File: config.mk
export PLATFORM = sky130hd
export DESIGN_NAME = fdl_tune_ctrl
export DESIGN_NICKNAME = d
export VERILOG_FILES = /design/src/rtl/fdl_pkg.sv /design/src/rtl/fdl_vote_filter.sv /design/src/rtl/fdl_tune_ctrl.sv
export SDC_FILE = /design/constraint.sdc
export NUM_CORES = 1
export LEC_CHECK = 0
export ABC_AREA = 1
export BUFFER_PORTS_ARGS = -buffer_cell sky130_fd_sc_hd__clkbuf_2
export CELL_PAD_IN_SITES_DETAIL_PLACEMENT = 0
export CELL_PAD_IN_SITES_GLOBAL_PLACEMENT = 1
export CORE_ASPECT_RATIO = 1.25
export CORE_UTILIZATION = 42
export DETAILED_ROUTE_END_ITERATION = 8
export GPL_TIMING_DRIVEN = 1
export PLACE_DENSITY = 0.78
export SLEW_MARGIN = 20
export SYNTH_ARGS = -nofsm -noshare
export SYNTH_HDL_FRONTEND = slang
export SYNTH_HIERARCHICAL = 1
export SYNTH_SLANG_ARGS = --single-unit
File: constraint.sdc
create_clock -name clk_in -period 5.2 [get_ports clk_in]
set_clock_uncertainty 0.05 [all_clocks]
set_input_delay 0.78 -clock clk_in [delete_from_list [all_inputs] [get_ports clk_in]]
set_output_delay 0.78 -clock clk_in [all_outputs]
set_load 0.02 [all_outputs]
File: src/rtl/fdl_pkg.sv
// Shared types and helpers for the FDL tuning controller.
package fdl_pkg;

    typedef enum logic [1:0] {
        DIR_NONE = 2'd0,
        DIR_UP   = 2'd1,
        DIR_DN   = 2'd2
    } dir_t;

    localparam int FDL_FINE_BITS_DEF   = 6;
    localparam int FDL_COARSE_BITS_DEF = 4;
    localparam int FDL_THERM_MAX       = 32;

    // MSB-first thermometer: level k sets bits [width-1 : width-k]; caller truncates to width.
    function automatic logic [FDL_THERM_MAX-1:0] therm_of(input int level, input int width);
        logic [FDL_THERM_MAX-1:0] t;
        t = '0;
        for (int i = 0; i < FDL_THERM_MAX; i++)
            if (i < width && i >= width - level)
                t[i] = 1'b1;
        return t;
    endfunction

endpackage

File: src/rtl/fdl_vote_filter.sv
// Signed up/down vote accumulator; emits a combinational one-cycle step pulse with
// direction when the accumulator would reach the threshold on this edge.
module fdl_vote_filter
    import fdl_pkg::*;
#(
    parameter int FILTER_LEN = 4
) (
    input  logic clk_in,
    input  logic rst_n,
    input  logic en,
    input  logic pd_up,
    input  logic pd_dn,
    input  logic dbl_thr,
    output logic step,
    output dir_t step_dir
);
    localparam int ACC_W = 7;
    localparam logic signed [ACC_W-1:0] THR1 = ACC_W'(FILTER_LEN);
    localparam logic signed [ACC_W-1:0] THR2 = ACC_W'(2 * FILTER_LEN);

    logic signed [ACC_W-1:0] acc, acc_sum, vote, thr;

    always_comb begin
        vote     = '0;
        step     = 1'b0;
        step_dir = DIR_NONE;
        thr      = dbl_thr ? THR2 : THR1;
        if (pd_up && !pd_dn)
            vote = ACC_W'(1);
        else if (pd_dn && !pd_up)
            vote = -ACC_W'(1);
        acc_sum = acc + vote;
        // Magnitude compare so a threshold that drops while acc is above it still fires.
        if (en) begin
            if (acc_sum >= thr) begin
                step     = 1'b1;
                step_dir = DIR_UP;
            end else if (acc_sum <= -thr) begin
                step     = 1'b1;
                step_dir = DIR_DN;
            end
        end
    end

    always_ff @(posedge clk_in) begin
        if (!rst_n)
            acc <= '0;
        else if (en)
            acc <= step ? '0 : acc_sum;
    end

endmodule

File: src/rtl/fdl_tune_ctrl.sv
// FDL tuning controller: filtered fine thermometer stepping with coarse carry/borrow,
// saturation flags and alternation-based lock. Optional macro FDL_LOCK_FREEZE_EN.
module fdl_tune_ctrl
    import fdl_pkg::*;
#(
    parameter int FINE_BITS   = FDL_FINE_BITS_DEF,
    parameter int COARSE_BITS = FDL_COARSE_BITS_DEF,
    parameter int FILTER_LEN  = 4,
    parameter int LOCK_CNT    = 8
) (
    input  logic                   clk_in,
    input  logic                   rst_n,
    input  logic                   en,
    input  logic                   pd_up,
    input  logic                   pd_dn,
    output logic [FINE_BITS-1:0]   fine_q,
    output logic [FINE_BITS:0]     fine_onehot,
    output logic [COARSE_BITS-1:0] coarse_sel,
    output logic                   at_min,
    output logic                   at_max,
    output logic                   locked
);
    localparam int FL_W  = $clog2(FINE_BITS + 1);
    localparam int CNT_W = $clog2(LOCK_CNT + 1);
    localparam logic [FL_W-1:0]  FINE_MAX = FL_W'(FINE_BITS);
    localparam logic [CNT_W-1:0] CNT_MAX  = CNT_W'(LOCK_CNT);

    logic                   step, dbl_thr;
    dir_t                   step_dir, last_dir, last_nxt;
    logic [FL_W-1:0]        fine_lvl, fine_nxt;
    logic [COARSE_BITS-1:0] coarse_nxt;
    logic [CNT_W-1:0]       cnt, cnt_nxt;

`ifdef FDL_LOCK_FREEZE_EN
    assign dbl_thr = locked;
`else
    assign dbl_thr = 1'b0;
`endif

    fdl_vote_filter #(.FILTER_LEN(FILTER_LEN)) u_filt (
        .clk_in   (clk_in),
        .rst_n    (rst_n),
        .en       (en),
        .pd_up    (pd_up),
        .pd_dn    (pd_dn),
        .dbl_thr  (dbl_thr),
        .step     (step),
        .step_dir (step_dir)
    );

    always_comb begin
        fine_nxt   = fine_lvl;
        coarse_nxt = coarse_sel;
        cnt_nxt    = cnt;
        last_nxt   = last_dir;
        if (!en) begin
            cnt_nxt = '0;
        end else if (step) begin
            if (step_dir == DIR_UP) begin
                if (fine_lvl < FINE_MAX) begin
                    fine_nxt = fine_lvl + 1'b1;
                end else if (coarse_sel != '1) begin
                    coarse_nxt = coarse_sel + 1'b1;
                    fine_nxt   = '0;
                end
            end else begin
                if (fine_lvl != '0) begin
                    fine_nxt = fine_lvl - 1'b1;
                end else if (coarse_sel != '0) begin
                    coarse_nxt = coarse_sel - 1'b1;
                    fine_nxt   = FINE_MAX;
                end
            end
            // Saturated steps still count; the first step after reset has no reference.
            if (last_dir == step_dir)
                cnt_nxt = '0;
            else if (last_dir != DIR_NONE && cnt != CNT_MAX)
                cnt_nxt = cnt + 1'b1;
`ifdef FDL_LOCK_FREEZE_EN
            if (locked)
                cnt_nxt = '0;
`endif
            last_nxt = step_dir;
        end
    end

    // Outputs are registered decodes of the next-state values, so they never disagree.
    always_ff @(posedge clk_in) begin
        if (!rst_n) begin
            fine_lvl    <= '0;
            coarse_sel  <= '0;
            cnt         <= '0;
            last_dir    <= DIR_NONE;
            fine_q      <= '0;
            fine_onehot <= (FINE_BITS+1)'(1);
            at_min      <= 1'b1;
            at_max      <= 1'b0;
            locked      <= 1'b0;
        end else begin
            fine_lvl    <= fine_nxt;
            coarse_sel  <= coarse_nxt;
            cnt         <= cnt_nxt;
            last_dir    <= last_nxt;
            fine_q      <= FINE_BITS'(therm_of(int'(fine_nxt), FINE_BITS));
            fine_onehot <= (FINE_BITS+1)'(1) << fine_nxt;
            at_min      <= (fine_nxt == '0) && (coarse_nxt == '0);
            at_max      <= (fine_nxt == FINE_MAX) && (coarse_nxt == '1);
            locked      <= (cnt_nxt == CNT_MAX);
        end
    end

endmodule

== Word-level counts from Yosys, hierarchy flattened ==
Index checks and enable logic that the tools add are counted.
Storage, ports and cells
  bits in read-only memories: 0
  input port bits: 5
  bits in latches: 0
  RAM bits: 0
  word-level logic and storage cells: 80
  register bits: 36
  memories: 0
Cells by class
  shift operators: 1
  div/mod/pow operators: 0
  bitwise operators: 0
  order comparisons: 9
  multiplexer cells: 33
  reduce and logical (&&, ||, !) cells: 13
  eq/ne operators: 7
  multiply operators: 0
  add/subtract/negate cells: 7
Operator list (number)
  3-bit by 32-bit >= comparator with 1-bit output (first input constant): 2
  4-bit by 32-bit >= comparator with 1-bit output (first input constant): 2
  4-bit 2-to-1 mux: 11
  1-bit by 32-bit >= comparator with 1-bit output (first input constant): 1
  2-bit by 32-bit >= comparator with 1-bit output (first input constant): 1
  3-bit 2-to-1 mux: 7
  7-bit 2-to-1 mux: 3
  1-bit 2-to-1 mux: 9
  4-bit by 1-bit adder with 4-bit output (second input constant): 2
  4-bit equality test (second input constant): 2
  4-bit inequality test (second input constant): 2
  7-bit adder: 1
  7-bit by 4-bit >= comparator with 1-bit output (second input constant): 1
  7-bit by 3-bit less-or-equal comparator with 1-bit output (second input constant): 1
  1-bit by 3-bit << shifter with 7-bit output (first input constant): 1
  2-bit 2-to-1 mux: 3
  1-bit logical AND: 5
  4-bit zero test: 1
  4-bit nonzero test: 1
  3-bit by 3-bit subtractor with 4-bit output (first input constant): 1
  4-bit by 1-bit subtractor with 4-bit output (second input constant): 1
  3-bit by 1-bit adder with 3-bit output (second input constant): 1
  3-bit equality test (second input constant): 1
  3-bit zero test: 1
  other kinds (8): 9

== Longest topological paths before layout ==
Gate-level depths: netlist of run 1.
  word-level depth: 16
  mapped depth: 32

== Hierarchy ==
The synthesis of run 1 kept the hierarchy.
By module, submodules not included
  fdl_tune_ctrl: times used 1, cells each 229, area each 1571.5 µm²
  fdl_vote_filter: times used 1, cells each 137, area each 875.8 µm²

== Worst setup path after synthesis of run 1 ==
No wires, ideal clock.
  kind: in2reg
  start: input port pd_up
  end: register fine_q[4]
  path buffers: 0
  arrival: 4113 ps
  cell stages on the path: 28
  path slack: 922 ps
  cells stage by stage: inv_1 > ha_1 > inv_1 > ha_1 > inv_1 > fa_1 > xor2_1 > ha_1 > nand2_1 > o21ai_0 > a21oi_1 > a21boi_1 > nand2_2 > nand3_4 > inv_1 > nand2_1 > inv_1 > o21ai_0 > nand2_1 > nand2_1 > inv_2 > ha_1 > nand3_1 > nand2_1 > inv_2 > nand2_2 > nand2_4 > nand2_1
RTL lines
  start, declared: line fdl_tune_ctrl.sv:14  | input logic pd_up,
  1-bit zero test: line fdl_vote_filter.sv:30  | else if (pd_dn && !pd_up)
  1-bit logical AND: line fdl_vote_filter.sv:30
  7-bit 2-to-1 mux: line fdl_vote_filter.sv:30
  7-bit 2-to-1 mux (*): line fdl_vote_filter.sv:28  | if (pd_up && !pd_dn)
  7-bit adder (*): line fdl_vote_filter.sv:32  | acc_sum = acc + vote;
  7-bit by 4-bit >= comparator with 1-bit output (*): line fdl_vote_filter.sv:35  | if (acc_sum >= thr) begin
  2-bit 2-to-1 mux (*): line fdl_vote_filter.sv:35
  2-bit 2-to-1 mux (*): line fdl_vote_filter.sv:34  | if (en) begin
  via step_dir[0]: line fdl_tune_ctrl.sv:29  | dir_t step_dir, last_dir, last_nxt;
  2-bit by 1-bit equality test with 1-bit output (*): line fdl_tune_ctrl.sv:59  | if (step_dir == DIR_UP) begin
  3-bit 2-to-1 mux (*): line fdl_tune_ctrl.sv:59
  3-bit 2-to-1 mux (*): line fdl_tune_ctrl.sv:58  | end else if (step) begin
  3-bit 2-to-1 mux (*): line fdl_tune_ctrl.sv:56  | if (!en) begin
  via fine_nxt[1]: line fdl_tune_ctrl.sv:30  | logic [FL_W-1:0] fine_lvl, fine_nxt;
  3-bit by 3-bit subtractor with 4-bit output (*)
  4-bit by 32-bit >= comparator with 1-bit output (*): line fdl_pkg.sv:19  | if (i < width && i >= width - level)
  1-bit 2-to-1 mux (*): line fdl_pkg.sv:19
  end signal, assigned: line fdl_tune_ctrl.sv:104  | fine_q <= FINE_BITS'(therm_of(int'(fine_nxt), FINE_BITS));
  end, declared: line fdl_tune_ctrl.sv:16  | output logic [FINE_BITS-1:0] fine_q,
The timed path passes the listed nets; every way through them passes the cells marked *.
A chain may end at the register's enable or synchronous reset.

== Worst setup path after layout of run 1 ==
Same ends and word-level chain as after synthesis.

==> impl_results.md, run 1 <==
- Largest family of logic cells by synthesized area: simple AND/OR/NAND/NOR gates
- Most frequent CP cell: nand2_1
- Antenna violations before repair: 0
- Arrival @ worst endpoint: ~4.7 ns
- First-iteration detailed-routing DRC count: 73
- DR WL/cell: about 12 um
- Setup TNS: 0 ns
- Clock sinks: 36
- Post-Syn Area: around 0.0024 mm^2
- Worst-path maximum fanout: 10
- Post-CTS Resized: 0
- Simple-Gate Fraction of Synth Area: 0.395
- Worst reg2reg path endpoint: fine_q[4]
- Synth Area in Compound Gates: 0.0700
- Slew Viols, Final: 0
- Crit path buf inv count: 7
- Number of global-route vias before repair: 2227
- Max_cap viols: 0
- Area delta synth->final: 11.4%
- GP Congestion: ~0.8
- Area leader, netlist: dfxtp_1
- Avg Vias per Cell: between 4 and 5
- Post-CTS Setup Bufs: 0
- Crit path depth: 27
- Fin nets: roughly 420
- First-pass detailed-route iteration total: 4
- TritonCTS clock tree: built
- Fillcell total: 601
- Placeable Area: around 0.0055 mm^2
- Initial core utilization: 0.444
- Port Buffer Count: 24
- Total grt overflow: 0
- Post-synthesis mux area share: 0
- R2R depth: 25
- Power Total: approximately 810 uW
- Clk buf depth: 2
- Final min period: between 4 and 5 ns
- Cells after Synth: between 300 and 400
- EDFF count, synth: 0
- Setup CP Type: in2reg
- Area fraction of the dominant cell type after synthesis: 0.294
- Worst Hold Class: reg2reg
- Post-synthesis sequential area ratio: 0.294
- End point of the critical path: fine_q[4]
- Via Count: between 2k and 2.5k
- Final setup fails: 0
- Leading cell type in the layout, fill and taps excluded: nand2_1
- Post-Synth Adder-Cell Area: 0.110
- Crit path largest cell delay: 0.45 ns
- Clock transition at path regs: ~0.080 ns
- #FFs+latches synth: 36
- DIE HEIGHT: 87.3 um
- Fmax achieved: ~220 MHz
- CP max-delay cell: ha_1
- Crit share post-route: 0.884
- First-pass GRT wire length: about 9600 um
- Required @ worst endpoint: between 5 and 6 ns
- Peak supply drop: 0.000164 V
- Hold Fails Final Rpt: 0
- Die footprint: slightly above 0.006 mm^2
- Row count: 30
- Reg2Reg Launch Point: u_filt/acc[0]
- Crit-path leading delay family: adder cells
- Commonest non-fill, non-tap cells in the layout: 95 x nand2_1, 54 x inv_1, 36 x nor2_1, 36 x dfxtp_1, 32 x nand3_1
- Hold buffers post-CTS: 0
- Ports: 25
- Top FF cell, synth: dfxtp_1
- Synth warn: 6
- Worst setup path start: pd_up
- Startpoint class of the critical path: input port
- Total track usage: 0.197
- Remaining antenna violation count: 0
- Yosys cell types: 33
- Final wirelength: 5510 um
- CTS H-tree depth: 2
- Final Util: 0.494
- Die Width: 70.3 um
- Top cells by area, synth: dfxtp_1 29%, nand2_1 15%, ha_1 10%
- Clk root buf: clkbuf_8
- Hpwl dp: around 4400 um
- Outcome: completed
- N_diodes: 0
- PwrDens: about 300 mW/mm^2
- RSZ-0062 raised after global routing: no
- Post-synth ARST share: 0
- Post-synthesis average cell area: approximately 6.7 um^2
- Leakage: around 1.4 nW
- R2R Setup Slk: 1.25 ns
- CTS buffer count: 5
- Critical path endpoint category: flop
- Remaining DRCs: 0
- Worst skew pair latency: between 0.2 and 0.3 ns
- Share of layout cells above drive strength 1: 0.189
- XOR/XNOR Fraction of Synth Area: 0.0179
- Largest net degree at the start of global routing: 14
-- metrics by stage --
| step | area, um^2 | setup slack [ns] | cells | hold WS [ns] |
|---|---|---|---|---|
| final | 2730 | 0.606 | 460 | 0.437 |
| after global routing | 2730 | 0.237 | 460 | 0.457 |
| after CTS | 2730 | 0.608 | 460 | 0.434 |
| after detailed placement | 2630 | 0.300 | 452 | 0.423 |
| after global placement | 2630 | 0.428 | 452 | 0.423 |
| after floorplan | 2450 | 0.922 | 367 | 0.400 |
-- worst reg2reg max path, delay by kind of cell, from the launching register on --
family	cells	cell delay [ns]
AND/OR/NAND/NOR	11	1.08
adder cells (fa/ha/maj)	4	1.10
XOR/XNOR	1	0.28
buffers and inverters	5	0.40
AO/OA/AOI/OAI	4	0.61
flip-flops	1	0.34
-- synthesized netlist by cell type, drive strengths merged (2+ instances only) --
cell,n
a21boi,2
a21oi,12
buf,3
clkinv,2
dfxtp,36
ha,20
inv,62
nand2,113
nand3,39
nand4,2
nor2,45
nor3,2
o21ai,16
xor2,4
-- per-layer routing --
layer | GRT usage | up-vias | routed length [um]
met5 | 0 | - | 0
met4 | 0.0709 | 0 | 72
met3 | 0.0289 | 6 | 85
met2 | 0.394 | 18 | 3020
met1 | 0.204 | 964 | 2330
li1 | - | 1180 | -
-- cell families (layout without fill, tap and decap cells) --
group | after synthesis | count (layout)
flops | 36 | 36
buf+inv | 68 | 97
fa+ha+maj | 21 | 21
compound gates | 32 | 32
xor+xnor | 5 | 5
other cells | 1 | 2
simple gates | 203 | 203
-- flip-flops by register name, indices dropped and copies added (netlist names) --
signal	cells
fine_lvl	3
cnt	4
coarse_sel	4
last_dir	2
at_max	1
u_filt/acc	7
locked	1
fine_q	6
fine_onehot	7
at_min	1
-- cell type report --
class	count	area, um^2	area share
clock buffer	5	68.8	0.0252
clock inverter	3	23.8	0.00872
inverter	64	245	0.0899
multi-input combinational	263	1460	0.536
sequential	36	721	0.264
tap	64	80.1	0.0294
timing repair buffer	25	128	0.0468
-- where the power goes --
| group | total (mW) | leakage (nW) | internal [mW] | switching (mW) |
|---|---|---|---|---|
| clock | 0.203 | 0.0404 | 0.0948 | 0.108 |
| sequential | 0.321 | 0.293 | 0.303 | 0.0181 |
| combinational | 0.291 | 1.11 | 0.0967 | 0.194 |
-- how the worst min path moves through the flow --
stage,startpoint,end,depth (start not counted)
after floorplan,u_filt/acc[0],u_filt/acc[0],2
after global placement,u_filt/acc[0],u_filt/acc[0],2
after detailed placement,u_filt/acc[0],u_filt/acc[0],2
after CTS,u_filt/acc[0],u_filt/acc[0],2
after global routing,u_filt/acc[1],u_filt/acc[1],2
final,u_filt/acc[0],u_filt/acc[0],2
(Power assumes the default switching activity.)
==> run 2: changes to the inputs <==
- ABC_AREA: 1 -> default
- CORE_UTILIZATION: 42 -> 45
==> impl_results.md, run 2 <==
- Placeable Area: 0.00515 mm^2 (-6.6%)
- Post-CTS Setup Bufs: 0 (unchanged)
- Area fraction of the dominant cell type after synthesis: 0.294 (-0.000601)
- Routing usage on met3: 0.0380 (+0.00911)
- R2R Setup Slk: 0.99 ns (-0.26 ns)
- Power Total: 860 uW (+5.5%)
- Worst skew pair latency: 0.29 ns (about the same)
- Post-synthesis sequential area ratio: 0.294 (-0.000601)
- Hold Fails Final Rpt: 0 (unchanged)
- Startpoint class of the critical path: input port
- Outcome: completed
- First-iteration detailed-routing DRC count: 84 (+15%)
- Peak supply drop: 0.000253 V (+55%)
- Post-synthesis mux area share: 0.0133 (+0.0133)
- Top cells by area, synth: dfxtp_1 29%, ha_1 10%, nand2_1 4.6%
- Final min period: 4.75 ns (+0.151 ns)
- Remaining DRCs: 0 (unchanged)
- Largest net degree at the start of global routing: 16 (+2)
- Critical path endpoint category: flop
- Gr busiest metal: met2
- Post-synthesis average cell area: 8.46 um^2 (+26%)
- Area leader, netlist: dfxtp_1
- Post-Syn Area: 0.00245 mm^2 (+0.20%)
- Fillcell total: 531 (-12%)
- Slew Viols, Final: 0 (unchanged)
- Required @ worst endpoint: 5.36 ns (+0.02 ns)
- Final setup fails: 0 (unchanged)
- Slew headroom: 0.572
- Final wirelength: 5670 um (+2.9%)
- Fmax achieved: 211 MHz (-3.2%)
- Avg Vias per Cell: 5.71 (+21%)
- Post-CTS Resized: 0 (unchanged)
- CTS H-tree depth: 2 (unchanged)
- Total grt overflow: 0 (unchanged)
- Setup TNS: 0 ns (unchanged)
- Synth top cells by count: 36 x dfxtp_1, 30 x nand2_1, 26 x inv_1
- Clk buf depth: 2 (unchanged)
- CP cell instances: clkbuf_2 -> inv_1 -> ha_1 -> ha_1 -> a21oi_1 -> a21oi_1 -> or4_2 -> nand2_1 -> ha_1 -> a21oi_1 -> o211a_1 -> a21oi_1 -> o21a_1 -> and2_1 -> o211ai_1 -> o221a_2 -> inv_1 -> ha_1 -> nand2b_1 -> o21ai_0 -> a41oi_1
- DIE HEIGHT: 84.5 um (-3.2%)
- Port Buffer Count: 24 (unchanged)
- Slew @ Worst Pin: 0.637 ns
- #FFs+latches synth: 36 (unchanged)
- Worst-path maximum fanout: 7 (-3)
- Top-count cell post-synth: dfxtp_1
- Number of global-route vias before repair: 2116 (-5.0%)
- Total track usage: 0.216 (+0.0189)
- Clock transition at path regs: 0.07 ns (about the same)
- Met1 Use GR: 0.244 (+0.0397)
- Reg2Reg Launch Point: u_filt/acc[1]
- PwrDens: 315 mW/mm^2 (+5.3%)
- Yosys cell types: 74 (+120%)
- TritonCTS clock tree: built
- Die footprint: 0.00575 mm^2 (-6.3%)
- Top FF cell, synth: dfxtp_1
- Via Count: 2186 (+0.83%)
- Share of layout cells above drive strength 1: 0.206 (+0.0162)
- Die Width: 68.0 um (-3.2%)
- Clock sinks: 36 (unchanged)
- R2R depth: 18 (-28%)
- Crit share post-route: 0.913 (+0.0291)
- GP Congestion: 0.814 (+4.1%)
- Antenna violations before repair: 0 (unchanged)
- Clk root buf: clkbuf_8
- Largest family of logic cells by synthesized area: simple AND/OR/NAND/NOR gates
- Remaining antenna violation count: 0 (unchanged)
- Simple-Gate Fraction of Synth Area: 0.259 (-0.136)
- Worst reg2reg path endpoint: fine_q[5]
- First-pass detailed-route iteration total: 4 (unchanged)
- Ports: 25 (unchanged)
- CP max-delay cell: or4_2
- Hold Startpoint: last_dir[0]
- Leading cell type in the layout, fill and taps excluded: dfxtp_1
- XOR/XNOR Fraction of Synth Area: 0.0429 (+0.0250)
- Biggest regs: fine_onehot: 7 flops, u_filt/acc: 7 flops, fine_q: 6 flops
- CTS buffer count: 5 (unchanged)
- Area delta synth->final: 11.4% (about the same)
- Final hold slack: 0.434 ns (-0.00343 ns)
- Crit path largest cell delay: 0.59 ns (+0.14 ns)
- RSZ-0062 raised after global routing: no
- Cells after Synth: 290 (-21%)
- Row count: 29 (-3.3%)
- Worst Hold Class: reg2reg
- N_diodes: 0 (unchanged)
- Hold buffers post-CTS: 0 (unchanged)
- Fin nets: 346 (-18%)
- Worst hold stages: 2 (unchanged)
- Leakage: 1.14 nW (-21%)
- Post-synth ARST share: 0 (unchanged)
- First-pass GRT wire length: 9490 um (-0.72%)
- Hold path endpoint: last_dir[0]
- Synth warn: 6 (unchanged)
- Post-Synth Adder-Cell Area: 0.110 (-0.000225)
- DR WL/cell: 14.8 um (+24%)
- Synth Area in Compound Gates: 0.199 (+0.129)
- Arrival @ worst endpoint: 4.90 ns (+0.17 ns)
- Initial core utilization: 0.476 (+0.0324)
- EDFF count, synth: 0 (unchanged)
- Hpwl dp: 4300 um (-3.2%)
- Commonest non-fill, non-tap cells in the layout: 36 x dfxtp_1, 30 x nand2_1, 26 x inv_1
- Max_cap viols: 0 (unchanged)
- Setup CP Type: in2reg
- Routing usage on met2: 0.390 (-0.00357)
-- run 2: changes by cell type after synthesis, sizes merged, moves of 6 or more --
cell	before	now
o21ai	16	8
and3	0	6
a31oi	0	6
inv	62	26
nand3	39	11
buf	3	9
nor2	45	18
nand2	113	32
nor3	2	9
xnor2	1	10
-- run 2: critical path, delay by kind of cell --
family                     cells  cell delay, ns
buffers and inverters          3            0.22
and+or+nand+nor                4            1.02
adders and majority gates      4            1.11
AOI/OAI and AO/OA             10            1.76
-- run 2: how the worst max path moves through the flow --
| stage | cells past startpoint | slack [ns] | end | startpoint |
|---|---|---|---|---|
| floorplan | 22 | 0.54 | fine_q[5] | pd_up |
| global placement | 21 | 0.19 | fine_q[5] | pd_up |
| detailed placement | 21 | 0.16 | fine_q[5] | pd_up |
| CTS | 21 | 0.45 | fine_q[5] | pd_up |
| global route | 21 | 0.07 | fine_q[5] | pd_up |
| finish | 21 | 0.45 | fine_q[5] | pd_up |
-- run 2: area by class of cell --
type / count / area, um^2 / share of cell area
clock inverter: 1 / 8.76 / 0.00321
sequential: 36 / 721 / 0.264
tap: 62 / 77.6 / 0.0284
multi-input combinational: 215 / 1540 / 0.564
inverter: 26 / 97.6 / 0.0357
timing repair buffer: 36 / 210 / 0.0770
clock buffer: 7 / 76.3 / 0.0279
-- run 2: power breakdown --
part           switching (mW)  total [mW]  internal [mW]
logic                   0.191       0.331          0.140
registers              0.0273       0.329          0.301
clock network           0.105       0.201         0.0958
total                   0.323       0.860          0.537
-- run 2: logic make-up (layout without fill, tap and decap cells) --
kind of cell / after synthesis / after routing
buffers and inverters: 40 / 70
AND/OR/NAND/NOR: 113 / 113
AO/OA/AOI/OAI: 64 / 64
flip-flops: 36 / 36
XOR/XNOR: 12 / 12
multiplexers: 3 / 3
other: 1 / 2
adder cells (fa/ha/maj): 21 / 21
-- run 2: per-stage QoR --
step	instance area (um^2)	std cells	util	setup slack [ns]
3_5_place_dp	2650	375	0.514	0.160
6_report	2730	383	0.530	0.454
4_1_cts	2730	383	0.530	0.452
5_1_grt	2730	383	0.530	0.0687
3_3_place_gp	2650	375	0.514	0.195
2_1_floorplan	2460	291	-	0.540
-- run 2: layer usage --
layer	part of all wire	routed length (um)
met5	0	0
met3	0.028	156
met4	0.020	112
met1	0.42	2400
met2	0.53	3000
==> run 3: changes to the inputs <==
- CORE_UTILIZATION: 45 -> 46
- CTS_BUF_LIST: default -> sky130_fd_sc_hd__clkbuf_2
- PLACE_DENSITY: 0.78 -> 0.8
==> impl_results.md, run 3 (same netlist as run 2, synthesis figures left out) <==
- Outcome: completed
- Row count: 29 (unchanged)
- Area delta synth->final: 9.08%
- TritonCTS clock tree: built
- Startpoint class of the critical path: input port
- Required @ worst endpoint: 5.42 ns (+0.06 ns)
- PwrDens: 292 mW/mm^2 (-7.3%)
- Post-CTS Resized: 0 (unchanged)
- Fin nets: 344 (-0.58%)
- Post-CTS Setup Bufs: 0 (unchanged)
- Arrival @ worst endpoint: 4.80 ns (-0.10 ns)
- Worst Hold Class: reg2reg
- CTS buffer count: 5 (unchanged)
- Crit path largest cell delay: 0.46 ns (-0.13 ns)
- Worst hold stages: 2 (unchanged)
- Via Count: 2202 (+0.73%)
- GP Congestion: 0.790 (-2.9%)
- Remaining DRCs: 0 (unchanged)
- Final min period: 4.58 ns (-0.169 ns)
- First-pass GRT wire length: 9080 um (-4.4%)
- Clk root buf: clkbuf_2
- Clock sinks: 36 (unchanged)
- N_diodes: 0 (unchanged)
- Hold Fails Final Rpt: 0 (unchanged)
- First-iteration detailed-routing DRC count: 62 (-26%)
- Worst-path maximum fanout: 9 (+2)
- Fmax achieved: 219 MHz (+3.7%)
- Post-Place Cells: 373 (-0.53%)
- Slew headroom: 0.661 (+0.0883)
- Initial core utilization: 0.479 (+0.00338)
- Setup TNS: 0 ns (unchanged)
- CP cell instances: clkbuf_2 -> inv_1 -> ha_1 -> inv_1 -> ha_1 -> inv_1 -> fa_1 -> xnor2_1 -> xnor2_1 -> ha_1 -> nand3b_1 -> nand2_1 -> a21oi_1 -> o211a_1 -> nor3_1 -> and2b_1 -> o211ai_1 -> o221a_2 -> ha_1 -> nand2b_1 -> o21ai_0 -> a41oi_1
- Max_cap viols: 0 (unchanged)
- Worst skew pair latency: 0.37 ns (+0.08 ns)
- Hold buffers post-CTS: 0 (unchanged)
- Hpwl dp: 4160 um (-3.5%)
- DR WL/cell: 14.1 um (-5.0%)
- Share of layout cells above drive strength 1: 0.207 (+0.00129)
- Avg Vias per Cell: 5.78 (+1.3%)
- Ports: 25 (unchanged)
- Final setup fails: 0 (unchanged)
- Crit share post-route: 0.880 (-0.0326)
- Setup CP Type: in2reg
- Commonest non-fill, non-tap cells in the layout: 36 x dfxtp_1, 31 x clkbuf_2, 30 x nand2_1
- Remaining antenna violation count: 0 (unchanged)
- Slew Viols, Final: 0 (unchanged)
- DIE HEIGHT: 83.6 um (-1.1%)
- Antenna violations before repair: 0 (unchanged)
- Die Width: 67.3 um (-1.1%)
- CTS H-tree depth: 2 (unchanged)
- Largest net degree at the start of global routing: 18 (+2)
- R2R depth: 16 (-2)
- Non-Filler Instances: 381 (-0.52%)
- Slew @ Worst Pin: 0.505 ns (-0.132 ns)
- RSZ-0062 raised after global routing: no
- First-pass detailed-route iteration total: 4 (unchanged)
- Number of global-route vias before repair: 2118 (+0.095%)
- Final wirelength: 5360 um (-5.5%)
- Clk buf depth: 2 (unchanged)
- Die footprint: 0.00563 mm^2 (-2.1%)
- Clock transition at path regs: 0.20 ns (+0.13 ns)
- Leading cell type in the layout, fill and taps excluded: dfxtp_1
- Port Buffer Count: 24 (unchanged)
- Leakage: 1.12 nW (-1.7%)
- Peak supply drop: 0.000169 V (-33%)
- Critical path endpoint category: flop
- Biggest regs: fine_onehot: 7 flops, u_filt/acc: 7 flops, fine_q: 6 flops
- Placeable Area: 0.00512 mm^2 (-0.70%)
- Total grt overflow: 0 (unchanged)
- Total track usage: 0.208 (-0.00769)
- Most frequent CP cell: ha_1
- CP max-delay cell: nor3_1
run 3: cell count changes in the layout (fill, tap and decap cells not counted), sizes merged:
cell,change
buf,-2
run 3: critical path, delay by kind of cell:
kind	cells	cell delay [ns]
AND/OR/NAND/NOR	5	1.07
XOR/XNOR	2	0.33
AO/OA/AOI/OAI	6	0.89
buffers and inverters	4	0.23
adder cells (fa/ha/maj)	5	1.51
run 3: layout make-up:
type / count / area, um^2
well taps: 62 / 77.6
fillers: 523 / 2440
clock buffers: 7 / 35.0
repair buffers: 34 / 195
multi-input cells: 215 / 1540
clock inverters: 1 / 8.76
inverters: 26 / 97.6
flip-flops and latches: 36 / 721
run 3: path summary, 6_finish.rpt:
check | end | from | slack [ns]
worst max register to register | fine_q[5] | u_filt/acc[1] | 1.07
worst min-delay path | last_dir[1] | last_dir[1] | 0.45
worst min register to register | last_dir[1] | last_dir[1] | 0.45
worst max-delay path | fine_q[5] | pd_up | 0.62
run 3: per-stage QoR:
step / setup slack (ns) / cell area, um^2 / hold WS (ns) / utilization / power [mW]
floorplan: 0.540 / 2460 / 0.400 / - / 0.571
global placement: 0.294 / 2630 / 0.424 / 0.514 / 0.650
detailed placement: 0.224 / 2630 / 0.424 / 0.514 / 0.649
CTS: 0.647 / 2680 / 0.445 / 0.523 / 0.782
global route: 0.214 / 2680 / 0.484 / 0.523 / 0.832
finish: 0.623 / 2680 / 0.447 / 0.523 / 0.780
run 3: where the power goes:
part	switching (mW)	internal [mW]	total, mW
Clock	0.0956	0.0384	0.134
Sequential	0.0266	0.302	0.328
Combinational	0.187	0.131	0.318
Total	0.309	0.471	0.780
run 3: metal layers:
layer  global-route usage  part of all wire  vias to the layer above
met5                    0                 0                        -
met4               0.0928             0.032                        0
met3               0.0383             0.029                       21
met2                0.376              0.53                       46
met1                0.224              0.41                     1039
li1                     -                 -                     1096
